## src/rtl/ahb_gpio_master.sv

```systemverilog
// ahb_gpio_master: turns single register commands into AHB-Lite word transfers
// aimed at a GPIO block. At most one transfer is in flight. A wait counter
// flags (without aborting) a slave that holds HREADY low too long.
//
// Command handshake: a command transfers on a rising edge where
// cmd_valid && cmd_ready; cmd_ready is high only while the block is idle, and
// each accepted command produces exactly one single-cycle rsp_valid pulse
// (no back-pressure on the response side).
module ahb_gpio_master #(
  parameter logic [31:0] BASE_ADDR = 32'h5000_0000,
  parameter int          TIMEOUT   = 255
) (
  input  logic        HCLK,
  input  logic        HRESETn,
  input  logic        cmd_valid,
  output logic        cmd_ready,
  input  logic        cmd_write,
  input  logic [7:0]  cmd_addr,
  input  logic [31:0] cmd_wdata,
  output logic        rsp_valid,
  output logic [31:0] rsp_rdata,
  output logic        stall_err,
  output logic [31:0] HADDR,
  output logic [1:0]  HTRANS,
  output logic        HWRITE,
  output logic [2:0]  HSIZE,
  output logic [31:0] HWDATA,
  input  logic        HREADY,
  input  logic [31:0] HRDATA,
  output logic [1:0]  state_dbg
);

  typedef enum logic [1:0] {
    IDLE = 2'd0,
    ADDR = 2'd1,
    DATA = 2'd2,
    RESP = 2'd3
  } state_t;

  // Wide enough to hold TIMEOUT itself (saturation value).
  localparam int           CW   = $clog2(TIMEOUT + 2);
  localparam logic [CW-1:0] TMAX = CW'(TIMEOUT);

  localparam logic [1:0] TR_IDLE   = 2'b00;
  localparam logic [1:0] TR_NONSEQ = 2'b10;

  state_t        state;
  logic          wr_q;
  logic [31:0]   wdata_q;
  logic [CW-1:0] wait_cnt;

  // Only word transfers are ever issued.
  assign HSIZE     = 3'b010;
  assign cmd_ready = (state == IDLE);
  assign state_dbg = state;

  // Transfer sequencer: all bus and response outputs are registered here.
  always_ff @(posedge HCLK or negedge HRESETn) begin
    if (!HRESETn) begin
      state     <= IDLE;
      wr_q      <= 1'b0;
      wdata_q   <= '0;
      wait_cnt  <= '0;
      HADDR     <= '0;
      HTRANS    <= TR_IDLE;
      HWRITE    <= 1'b0;
      HWDATA    <= '0;
      rsp_valid <= 1'b0;
      rsp_rdata <= '0;
      stall_err <= 1'b0;
    end else begin
      rsp_valid <= 1'b0;
      case (state)
        IDLE: begin
          if (cmd_valid) begin
            wr_q      <= cmd_write;
            wdata_q   <= cmd_wdata;
            // Byte-lane bits of the offset are dropped: word access only.
            HADDR     <= BASE_ADDR | {24'h0, cmd_addr[7:2], 2'b00};
            HWRITE    <= cmd_write;
            HTRANS    <= TR_NONSEQ;
            stall_err <= 1'b0;
            wait_cnt  <= '0;
            state     <= ADDR;
          end
        end
        ADDR: begin
          if (HREADY) begin
            HTRANS   <= TR_IDLE;
            HWDATA   <= wr_q ? wdata_q : 32'h0;
            wait_cnt <= '0;
            state    <= DATA;
          end else if (wait_cnt != TMAX) begin
            wait_cnt <= wait_cnt + CW'(1);
            if (wait_cnt + CW'(1) == TMAX) stall_err <= 1'b1;
          end
        end
        DATA: begin
          if (HREADY) begin
            rsp_rdata <= wr_q ? 32'h0 : HRDATA;
            rsp_valid <= 1'b1;
            HWDATA    <= '0;
            wait_cnt  <= '0;
            state     <= RESP;
          end else if (wait_cnt != TMAX) begin
            wait_cnt <= wait_cnt + CW'(1);
            if (wait_cnt + CW'(1) == TMAX) stall_err <= 1'b1;
          end
        end
        RESP: begin
          state <= IDLE;
        end
        default: state <= IDLE;
      endcase
    end
  end

endmodule

```

## config.mk

```make
export PLATFORM = sky130hd
export DESIGN_NAME = ahb_gpio_master
export DESIGN_NICKNAME = d
export VERILOG_FILES = /design/src/rtl/ahb_gpio_master.sv
export SDC_FILE = /design/constraint.sdc
export NUM_CORES = 1
export LEC_CHECK = 0
export ABC_AREA = 1
export BUFFER_PORTS_ARGS = -buffer_cell sky130_fd_sc_hd__buf_4
export CORE_AREA = 5 5 119 121
export DETAILED_ROUTE_END_ITERATION = 12
export DIE_AREA = 0 0 124 126
export PLACE_DENSITY = 0.68
export SLEW_MARGIN = 15
export SYNTH_ARGS = -nofsm -noshare
export SYNTH_HDL_FRONTEND = slang
export SYNTH_SLANG_ARGS = --single-unit
```

## constraint.sdc

```tcl
create_clock -name HCLK -period 2.2 [get_ports HCLK]
set_clock_uncertainty 0.15 [all_clocks]
set_input_delay 0.11 -clock HCLK [delete_from_list [all_inputs] [get_ports HCLK]]
set_output_delay 0.11 -clock HCLK [all_outputs]
set_load 0.02 [all_outputs]
```

* After elaboration in Yosys (flattened, before gate mapping)
Cells that the tools add are included. W data, S select, Z words.
Storage, ports and cells: input port bits 77, bits in registers 119, output and inout port bits 107
Cells by class: eq/ne operators 12, mux-type cells 23, add/sub/neg operators 1, reductions and logical operators 12
Operators by type and width (number):
- $mux W32 | 4
- $pmux W32 S2 | 1
- $mux W9 | 3
- $pmux W9 S2 | 1
- $reduce_and A3 Y1 | 4
- $mux W2 | 5
- $add A9 B1 Y9 const B | 1
- $eq A9 B8 Y1 const B | 1
- $ne A9 B8 Y1 const B | 1
- $ne A2 B2 Y1 const B | 4
- $pmux W2 S4 | 1
- $mux W1 | 6
- $reduce_bool A2 Y1 | 3
- $reduce_and A5 Y1 | 1
- $eq A2 B2 Y1 const B | 2
- $ne A2 B1 Y1 const B | 2
- $pmux W2 S2 | 1
- $reduce_and A2 Y1 | 2
- $ne A3 B1 Y1 const B | 1
- $eq A2 B1 Y1 const B | 1
- $logic_not A2 Y1 | 1
- $pmux W1 S2 | 1
- $reduce_or A2 Y1 | 1

* Depth between registers and ports, before layout
Gate-level depths: netlist of run 1.
depth in word-level cells 6, gate-level depth with buffers 11, gate-level depth less buffers 11

* Worst setup path before layout of run 1
No wires, ideal clock.
path type register to register, from reg state[0], in the netlist state_dbg[0], to reg wait_cnt[6], setup slack 276 ps, arrival time 1698 ps, library setup time 77 ps, stages on the path, launching flop included 10, buffers on the path 0, data required time 1973 ps, path through dfrtp_1 > inv_1 > ha_1 > nand2_2 > nand2_2 > a31oi_4 > nand3_2 > inv_2 > nand2_1 > o21ai_1
Between the ends: elaborated cells between the ends (all ways) 9
RTL lines:
- start, declared | line 47 | state_t state;
- start signal, assigned | line 60 | state <= IDLE;
- start signal, assigned | line 84 | state <= ADDR;
- start signal, assigned | line 92 | state <= DATA;
- $logic_not A2 Y1 (*)
- named net cmd_ready | line 16 | output logic cmd_ready,
- $ne A2 B2 Y1 (no source line) or $reduce_bool A2 Y1 (tied branches)
- $reduce_and A3 Y1 (no source line)
- end signal, assigned | line 94 | wait_cnt <= wait_cnt + CW'(1);
- end signal, assigned | line 106 | wait_cnt <= wait_cnt + CW'(1);
- end, declared | line 50 | logic [CW-1:0] wait_cnt;
The timed path passes the listed nets; every way through them passes the cells marked *. A chain may end at the register's enable or synchronous reset.

* Worst setup path after layout of run 1
from reg wait_cnt[0], to reg stall_err
Between the ends: word-level cells in the longest chain between the ends 4, elaborated cells between the ends (all ways) 6
RTL lines:
- $add A9 B1 Y9 | line 95, 107
- $eq A9 B8 Y1 | line 95, 107
- $ne A2 B1 Y1 (no source line)
- $reduce_and A5 Y1 (no source line) (*)
- end signal, assigned | line 82 | stall_err <= 1'b0;
- end signal, assigned | line 95 | if (wait_cnt + CW'(1) == TMAX) stall_err <= 1'b1;
- end signal, assigned | line 107 | if (wait_cnt + CW'(1) == TMAX) stall_err <= 1'b1;
- end, declared | line 22 | output logic stall_err,
Every way passes the cells marked *; elsewhere a longest branch is shown, timed or not.

==> metrics.md, run 1 <==
| Metric | Value |
|---|---|
| Clock Pin Slew Worst Setup and Hold Paths | 0.05 ns |
| First-pass GRT wire length | around 23 mm |
| CTS Buf Count | 17 |
| FILL cells | approximately 1000 |
| Setup TNS | 0 ns |
| Largest stage delay, worst path | approximately 0.4 ns |
| Layout net count | approximately 820 |
| Io pins | approximately 180 |
| Number of distinct library cells after synthesis | 24 |
| Via count | 4379 |
| Vias in the first global route | around 4600 |
| Fin area | about 7800 um^2 |
| CP max stage cell | dfrtp_2 |
| Outcome | complete, no violations |
| Fmax | ~500 MHz |
| Dpl hpwl | about 8.7 mm |
| Hold WC Path Type | in2async |
| Initial DRC Count | around 230 |
| Mapped Cells | a little over 500 |
| # diodes | 0 |
| Die area | 15620 um^2 |
| Hold Violations, Final | 0 |
| Die Y | between 100 and 150 um |
| Drc violations | 0 |
| Register area | between 2000 and 3000 um^2 |
| Most frequent CP cell | nand3_1 |
| Core outline area | 12980 um^2 |
| Die W | 124 um |
| Maximum number of pins on one net before global-route repair | 66 |
| Buf/Inv on CP | 0 |
| Final period util | 0.9076 |
| H-Tree Level Count | 4 |
| Crit-path leading delay family | simple AND/OR/NAND/NOR gates |
| Pre-antenna DRT Iters | 6 |
| Num rows | 42 |
| Syn avg cell area | a little over 10 um^2 |
| Total clock sinks | about 120 |
| Critical path capture point type | flop |
| Final wirelength | between 10 and 15 mm |
| Worst setup path category | reg2reg |
| Initial Util | 0.3909 |
| Placer Congestion | slightly above 0.8 |
| Area after DPL | 6356 um^2 |
| Clk buf depth | 2 |
| Critical Path Source Type | flop |
| Setup bufs post-CTS | 0 |
| Post-route ant nets | 0 |
| Critical path, cell by cell | ha_4 -> nand3_2 -> nor4_4 -> ha_1 -> nand3_1 -> nor2_1 -> nand3_1 -> nor2_2 -> nand3_1 -> a21oi_2 |
| RSZ-0062 raised after global routing | false |
| Register area share after synthesis | 0.5820 |
| # port buffers | roughly 150 |
| Average via count per standard cell | between 4 and 5 |
| Clock Latency Late Sink | 0.41 ns |
| Fraction of layout cells with a size suffix above 1 | 0.3342 |
| TritonCTS clock tree | done |
| Maximum vdd ir drop | 0.7945 mV |
| Seq cells post-synth | 118 |
| PwrDens | between 1000 and 1500 nW/um^2 |
| GRT Total Usage | 0.1826 |
| Initial antenna violation count | 0 |
| Final setup fails | 0 |
| Multi-input gate area | 1851 um^2 |
| Static Leak | 3.856 nW |
| Crit path time final | about 2.0 ns |
| Fin. max-slew vios | 0 |
| Max Cap Viol | 0 |
| Layout Area Growth over Synthesis | 52.85% |
| CP arrival | about 2.2 ns |
| Mapped cell area | ~5100 um^2 |
| Root buffer cell | clkbuf_16 |
| Mean routed wirelength per cell | around 15 um |
| Crit-path max FO | 4 |
| Remaining global-route overflow | 0 |
| Synth warn | 0 |
| Critical Path RT | around 2.4 ns |
[layer usage]
metal  part of all wire  vias up  GRT usage
met3              0.079       34    0.06143
met1               0.41     2107     0.2165
met4              0.025        0    0.08119
li1                   -     2066          -
met5                  0        -          0
met2               0.49      172     0.2991
[power breakdown]
part	leakage, nW	internal (W)	switching, W	total (W)
clock network	0.295	0.00185	0.000944	0.00279
logic	2.06	0.00179	0.00246	0.00424
registers	1.50	0.00308	0.000521	0.00360
total	3.86	0.00672	0.00392	0.0106
[worst paths after layout]
path	slack (ns)	end	start	cells after the start
setup / recovery	0.20	stall_err	wait_cnt[0]	10
hold / removal	0.04	wdata_q[10]	HRESETn	2
setup reg to reg	0.20	stall_err	wait_cnt[0]	10
hold reg to reg	0.34	rsp_rdata[11]	rsp_rdata[11]	2
max in group asynchronous	1.21	rsp_rdata[31]	HRESETn	3
min in group HCLK	0.33	HADDR[6]	cmd_addr[6]	3
[registers in the layout, indices dropped and copies added (netlist names)]
signal,count
wdata_q,32
HTRANS,1
wr_q,1
HWDATA,32
stall_err,1
wait_cnt,9
rsp_rdata,32
state_dbg,2
HADDR,7
rsp_valid,1
[Yosys cell counts]
cell type	n	area, um^2
xor2_1	2	17.52
mux2_2	38	427.9
nor3_1	1	5.000
nor4_1	1	6.260
dfrtp_1	118	2953
clkbuf_1	15	56.30
nand4_1	2	12.51
inv_1	21	78.83
nand3_1	39	195.2
inv_2	2	7.510
buf_2	11	55.05
a21oi_1	4	20.02
nor2_1	14	52.55
conb_1	2	7.510
nand3_2	1	10.01
nand2_2	2	12.51
a31oi_4	1	21.27
nand2_1	118	442.9
o21ai_0	68	340.3
ha_1	7	87.58
o22ai_1	6	37.54
clkinv_1	1	3.750
o21ai_1	1	5.000
buf_4	29	217.7
[cell type report]
| type | count | share of cell area |
|---|---|---|
| Sequential cell | 118 | 0.3811 |
| Timing Repair Buffer | 240 | 0.2633 |
| Multi-Input combinational cell | 333 | 0.2386 |
| Clock buffer | 21 | 0.06066 |
| Tap cell | 176 | 0.02840 |
| Clock inverter | 9 | 0.01630 |
| Inverter | 24 | 0.01162 |
[per-stage QoR]
stage / power [W] / hold slack [ns] / setup slack, ns / cells / utilization
finish: 0.01064 / 0.03501 / 0.2032 / 921 / 0.5975
CTS: 0.01069 / 0.02758 / 0.1815 / 921 / 0.5943
global route: 0.01132 / 0.06711 / 0.0002178 / 921 / 0.5975
global placement: 0.007596 / -0.07703 / 0.2916 / 815 / 0.4897
floorplan: 0.005981 / -0.3356 / 0.2757 / 530 / -
detailed placement: 0.007744 / -0.07345 / 0.1913 / 815 / 0.4897
[cell families (layout without fill, tap and decap cells)]
logic type | after synthesis | after routing | synth area share
DFF | 118 | 118 | 0.5820
buffers and inverters | 79 | 294 | 0.08261
other | 2 | 28 | 0.001480
adders and majority gates | 7 | 7 | 0.01726
xor gates and xnor gates | 2 | 2 | 0.003453
muxes | 38 | 38 | 0.08434
AOI/OAI and AO/OA | 80 | 80 | 0.08360
and+or+nand+nor | 178 | 178 | 0.1453
[cell usage in the layout (no fill, tap or decap), types with 3 or more instances in the layout]
| cell | count |
|---|---|
| dlygate4sd3_1 | 76 |
| nand3_1 | 38 |
| buf_12 | 4 |
| clkinv_2 | 4 |
| o22ai_1 | 6 |
| o21ai_0 | 68 |
| nand2_1 | 116 |
| buf_4 | 160 |
| dfrtp_1 | 116 |
| mux2_2 | 38 |
| nand2_2 | 4 |
| a21oi_1 | 3 |
| nor2_2 | 4 |
| nor2_1 | 10 |
| ha_1 | 6 |
| inv_1 | 21 |
| clkbuf_16 | 17 |
| bufinv_16 | 3 |
| conb_1 | 28 |
| clkbuf_8 | 3 |
[timing repair]
| item | CTS | global route |
|---|---|---|
| endpoints found under the setup margin | 0 | 1 |
| gates resized for setup | 0 | 9 |
| endpoints found under the hold margin | 191 | 0 |
| hold buffers | 76 | 0 |
No activity file was read; power rests on OpenSTA's default activity.
==> inputs of run 2 (changes only) <==
- BUFFER_PORTS_ARGS: -buffer_cell sky130_fd_sc_hd__buf_4 -> -buffer_cell sky130_fd_sc_hd__buf_2
==> run 2 against run 1 <==
Total power is 5.5% lower. Critical path type unchanged. Clock power is 6% lower. Flip-flop and latch count stayed put. Largest power group unchanged. Die area stayed put.
==> metrics.md, run 2 (synthesized netlist as in run 1, its figures left out) <==
| Metric | Value |
|---|---|
| Drc violations | 0 (unchanged) |
| Remaining global-route overflow | 0 (unchanged) |
| Placer Congestion | 0.7910 (-3.3%) |
| Die area | 15620 um^2 (unchanged) |
| PwrDens | 1377 nW/um^2 (+0.38%) |
| Hold Violations, Final | 0 (unchanged) |
| Fmax | 494.9 MHz (-1.2%) |
| Crit-path leading delay family | simple AND/OR/NAND/NOR gates |
| Initial antenna violation count | 0 (unchanged) |
| Vias in the first global route | 4504 (-1.6%) |
| Root buffer cell | clkbuf_16 |
| Commonest cells after routing, fill and taps aside | buf_2, dfrtp_1, nand2_1 |
| Maximum number of pins on one net before global-route repair | 66 (unchanged) |
| # port buffers | 153 (unchanged) |
| Buf/Inv on CP | 1 (+1) |
| Max Cap Viol | 0 (unchanged) |
| Inst Count DP | 814 (-0.12%) |
| Clock Pin Slew Worst Setup and Hold Paths | 0.06 ns (about the same) |
| Worst relative slew slack | 0.6255 |
| CP max stage cell | dfrtp_1 |
| Dpl hpwl | 8.525 mm (-2.2%) |
| Static Leak | 3.727 nW (-3.3%) |
| CP arrival | 2.15 ns (-0.03 ns) |
| Maximum vdd ir drop | 0.6466 mV (-19%) |
| Die Y | 126 um (unchanged) |
| Fraction of layout cells with a size suffix above 1 | 0.3257 (-0.008491) |
| Critical Path RT | 2.33 ns (-0.06 ns) |
| Crit-path max FO | 7 (+3) |
| Post-route ant nets | 0 (unchanged) |
| Setup TNS | 0 ns (unchanged) |
| Crit path time final | 2.021 ns (+0.02375 ns) |
| Via count | 4367 (-0.27%) |
| Finished Layout Cells | 922 (+0.11%) |
| CTS Buf Count | 17 (unchanged) |
| Critical path, cell by cell | ha_1 -> nand3_1 -> nor4_1 -> ha_1 -> a31oi_4 -> nand3_2 -> inv_2 -> nand2_1 -> o21ai_0 |
| Actual slew at the worst max-slew pin | 0.5618 ns |
| H-Tree Level Count | 4 (unchanged) |
| Hold WC Path Type | in2async |
| Initial DRC Count | 228 (-1.3%) |
| Final period util | 0.9184 (+0.01080) |
| Layout Area Growth over Synthesis | 43.90% |
| Final setup fails | 0 (unchanged) |
| Most common cell after layout, fill and taps aside | buf_2 |
| Final wirelength | 13.56 mm (-2.0%) |
| Clock Latency Late Sink | 0.41 ns (about the same) |
| GRT Total Usage | 0.1775 (-0.005074) |
| Layout net count | 817 (-0.12%) |
| Initial Util | 0.3909 (unchanged) |
| RSZ-0062 raised after global routing | false |
| FILL cells | 1095 (+6.5%) |
| Most frequent CP cell | ha_1 |
| Number of gates resized after CTS | 0 (unchanged) |
| Register area | 2953 um^2 (about the same) |
| Num rows | 42 (unchanged) |
| Worst setup path category | reg2reg |
| Core outline area | 12980 um^2 (unchanged) |
| Die W | 124 um (unchanged) |
| Outcome | complete, no violations |
| Pre-antenna DRT Iters | 5 (-1) |
| # diodes | 0 (unchanged) |
| Multi-input gate area | 1812 um^2 (-2.1%) |
| Total clock sinks | 118 (unchanged) |
| Fin. max-slew vios | 0 (unchanged) |
| First-pass GRT wire length | 21.85 mm (-3.1%) |
| Mean routed wirelength per cell | 14.71 um (-2.1%) |
| Critical Path Source Type | flop |
| TritonCTS clock tree | done |
| Io pins | 184 (unchanged) |
| Largest regs | HWDATA: 32 flops, rsp_rdata: 32 flops, wdata_q: 32 flops |
| Largest stage delay, worst path | 0.40 ns (about the same) |
| Clk buf depth | 2 (unchanged) |
| Average via count per standard cell | 4.736 (-0.38%) |
| Critical path capture point type | flop |
| Hold_ws | 0.07314 ns (+0.03814 ns) |
[run 2: cell count changes in the layout (fill, tap and decap cells not counted), sizes merged]
cell	previous run	this run
buf	164	163
clkinv	6	7
clkinvlp	1	4
bufinv	3	1
[run 2: report_power, final]
| group | internal, W | switching, W |
|---|---|---|
| combinational | 0.00143 | 0.00244 |
| sequential | 0.00308 | 0.000499 |
| clock | 0.00164 | 0.000971 |
| total | 0.00615 | 0.00391 |
[run 2: cell type report]
cell class,count,area share
well taps,176,0.03016
flip-flops and latches,118,0.4045
inverters,24,0.01234
clock inverters,11,0.01388
repair buffers,239,0.2266
clock buffers,21,0.06444
multi-input cells,333,0.2482
[run 2: metal layers]
metal  share of wire  vias up  global-route usage
met5               0        -                   0
met4           0.015        0             0.06186
met3           0.092       23             0.06233
met2            0.51      204              0.3073
met1            0.38     2073              0.2015
li1                -     2067                   -
[run 2: timing repair]
action / CTS / global route
hold buffers: 76 / 0
buffers inserted: 0 / 0
endpoints found under the hold margin: 114 / 0
[run 2: through the flow]
| stage | util | power (W) | cell area, um^2 | setup WS [ns] |
|---|---|---|---|---|
| global placement | 0.4598 | 0.007196 | 5968 | 0.2769 |
| global route | 0.5625 | 0.01070 | 7301 | 0.04706 |
| CTS | 0.5625 | 0.01011 | 7301 | 0.1764 |
| detailed placement | 0.4598 | 0.007340 | 5968 | 0.1944 |
| floorplan | - | 0.005981 | 5171 | 0.2757 |
| finish | 0.5625 | 0.01006 | 7301 | 0.1795 |
[run 2: path summary, 6_finish.rpt]
path | from | end | slack, ns | depth (start not counted)
worst max register to register | wait_cnt[0] | wait_cnt[0] | 0.18 | 9
min in group HCLK | cmd_wdata[7] | wdata_q[7] | 0.31 | 3
worst min register to register | rsp_rdata[27] | rsp_rdata[27] | 0.33 | 2
worst max-delay path | wait_cnt[0] | wait_cnt[0] | 0.18 | 9
max in group asynchronous | HRESETn | state_dbg[0] | 1.11 | 3
worst min-delay path | HRESETn | HWDATA[10] | 0.07 | 2
[run 2: worst register-to-register path, stage by stage, from the launching register on]
cell and delay [ns]:
dfrtp_1 0.40, ha_1 0.24, nand3_1 0.14, nor4_1 0.22, ha_1 0.27, a31oi_4 0.11, nand3_2 0.16, inv_2 0.07
nand2_1 0.06, o21ai_0 0.08
==> inputs of run 3 (changes only) <==
--- a/config.mk
+++ b/config.mk
@@ -9,2 +9,3 @@
 export BUFFER_PORTS_ARGS = -buffer_cell sky130_fd_sc_hd__buf_2
+export CAP_MARGIN = 20
 export CORE_AREA = 5 5 119 121
==> constraint.sdc (replaced) <==
create_clock -name HCLK -period 2.2 [get_ports HCLK]
set_clock_uncertainty 0.15 [all_clocks]
set_input_delay 0.44 -clock HCLK [delete_from_list [all_inputs] [get_ports HCLK]]
set_output_delay 0.44 -clock HCLK [all_outputs]
set_load 0.02 [all_outputs]
==> run 3 against run 2 <==
Global-route usage down 1.4 points. First-iteration DRC count down 23%. Final cell count down 8.1%. Worst setup slack better by 0.031 ns. Core utilization down 5.7 points. Sequential power about the same. Hold slack better by 0.035 ns. Via count down 8.2%. Flip-flop and latch count unchanged. Critical path type is now reg2out.
==> metrics.md, run 3 (synthesized netlist as in run 1, its figures left out) <==
| Metric | Value |
|---|---|
| Total clock sinks | 118 (unchanged) |
| Layout Area Growth over Synthesis | 29.20% |
| GRT Total Usage | 0.1636 (-0.01390) |
| Area after DPL | 5993 um^2 (+0.42%) |
| Clk buf depth | 2 (unchanged) |
| Root buffer cell | clkbuf_16 |
| Remaining global-route overflow | 0 (unchanged) |
| Io pins | 184 (unchanged) |
| Via count | 4010 (-8.2%) |
| Critical Path RT | 1.61 ns (-0.72 ns) |
| Vias in the first global route | 4152 (-7.8%) |
| Maximum vdd ir drop | 0.7943 mV (+23%) |
| Largest stage delay, worst path | 0.41 ns (about the same) |
| Fmax | 502.7 MHz (+1.6%) |
| Fin area | 6555 um^2 (-10%) |
| Hold WC Path Type | in2reg |
| Crit-path leading delay family | flip-flops |
| Setup TNS | 0 ns (unchanged) |
| Critical Path Source Type | flop |
| Initial antenna violation count | 1 (+1) |
| Maximum number of pins on one net before global-route repair | 66 (unchanged) |
| Critical path, cell by cell | inv_1 -> ha_1 -> buf_2 |
| Crit-path max FO | 4 (-3) |
| Die W | 124 um (unchanged) |
| Crit path time final | 1.989 ns (-0.03145 ns) |
| H-Tree Level Count | 4 (unchanged) |
| TritonCTS clock tree | done |
| # port buffers | 153 (unchanged) |
| Pre-antenna DRT Iters | 4 (-1) |
| Hold Violations, Final | 0 (unchanged) |
| Core outline area | 12980 um^2 (unchanged) |
| Max Cap Viol | 0 (unchanged) |
| Dpl hpwl | 8.614 mm (+1.0%) |
| CP arrival | 1.40 ns (-0.75 ns) |
| Layout net count | 742 (-9.2%) |
| Outcome | complete, no violations |
| Post-route ant nets | 0 (unchanged) |
| Worst setup path category | reg2out |
| Final wirelength | 12.25 mm (-9.7%) |
| Commonest cells after routing, fill and taps aside | buf_2, dfrtp_1, nand2_1 |
| Mean routed wirelength per cell | 14.46 um (-1.7%) |
| Final setup fails | 0 (unchanged) |
| Fraction of layout cells with a size suffix above 1 | 0.3592 (+0.03343) |
| Critical path capture point type | output port |
| Initial DRC Count | 176 (-23%) |
| Final period util | 0.9041 (-0.01430) |
| Largest regs | HWDATA: 32 flops, rsp_rdata: 32 flops, wdata_q: 32 flops |
| Static Leak | 3.425 nW (-8.1%) |
| PwrDens | 1500 nW/um^2 (+8.9%) |
| Placer Congestion | 0.7880 (-0.38%) |
| FILL cells | 1213 (+11%) |
| Buf/Inv on CP | 2 (+1) |
| Clock Pin Slew Worst Setup and Hold Paths | 0.05 ns (about the same) |
| Fin. max-slew vios | 0 (unchanged) |
| Inst Count DP | 814 (unchanged) |
| CP max stage cell | dfrtp_1 |
| Clock Latency Late Sink | 0.41 ns (about the same) |
| Most common cell after layout, fill and taps aside | buf_2 |
| CTS Buf Count | 17 (unchanged) |
| Initial Util | 0.3909 (unchanged) |
| Num rows | 42 (unchanged) |
| RSZ-0062 raised after global routing | false |
| Reg2reg setup slack | 0.23 ns (+0.05 ns) |
| Finished Layout Cells | 847 (-8.1%) |
| Average via count per standard cell | 4.734 (about the same) |
| First-pass GRT wire length | 20.18 mm (-7.7%) |
| Die area | 15620 um^2 (unchanged) |
| # diodes | 0 (unchanged) |
| Die Y | 126 um (unchanged) |
| Drc violations | 0 (unchanged) |
## run 3: cell count changes in the layout (fill, tap and decap cells not counted), sizes merged
cell         delta
clkinvlp        -4
clkbuf          +2
dlygate4sd3    -75
clkinv          +2
## run 3: cell type report
cell class	count	area [um^2]	area share
flip-flops and latches	118	2953	0.4505
multi-input cells	333	1818	0.2773
repair buffers	164	928.4	0.1416
clock buffers	23	467.9	0.07139
well taps	176	220.2	0.03359
inverters	24	90.09	0.01374
clock inverters	9	77.57	0.01183
## run 3: worst register-to-register path, cell delays in order, from the launching register on
cell and delay (ns):
dfrtp_1 0.39, ha_1 0.25, nand3_1 0.15, nor4_2 0.19
ha_1 0.26, a31oi_4 0.10, nand3_2 0.16, inv_2 0.07
nand2_1 0.05, o21ai_0 0.08
## run 3: power by group
group	internal, W	switching [W]	total (W)
Combinational	0.00136	0.00239	0.00374
Clock	0.00160	0.000935	0.00254
Sequential	0.00308	0.000469	0.00355
## run 3: layer usage
layer / global-route usage / vias to the layer above / share of wire
met5: 0 / - / 0.00057
li1: - / 1921 / -
met4: 0.05992 / 2 / 0.012
met2: 0.2650 / 149 / 0.48
met1: 0.1926 / 1918 / 0.42
met3: 0.07040 / 20 / 0.089
## run 3: worst paths after layout
check | depth (start not counted) | start | to
worst max-delay path | 3 | state_dbg[0] | cmd_ready
worst min-delay path | 2 | cmd_wdata[7] | wdata_q[7]
worst min register to register | 2 | rsp_rdata[24] | rsp_rdata[24]
max in group asynchronous | 3 | HRESETn | HWDATA[26]
worst max register to register | 9 | wait_cnt[1] | wait_cnt[0]
min in group asynchronous | 2 | HRESETn | wdata_q[10]
## run 3: repair_timing
item                                    in CTS  in global routing
endpoints found under the setup margin       0                  2
resized for setup                            0                  1
hold buffers                                 1                  0
endpoints found under the hold margin       34                  0
setup buffers                                0                  0
## run 3: per-stage QoR
stage,power (W),setup slack (ns),hold slack [ns],util
finish,0.009829,0.2109,0.1083,0.5050
global route,0.01052,0.05732,0.09256,0.5050
CTS,0.009963,0.1494,0.09061,0.5045
detailed placement,0.007370,0.1604,0.2842,0.4617
global placement,0.007225,0.2560,0.2788,0.4617
floorplan,0.005981,0.2757,-0.005591,-
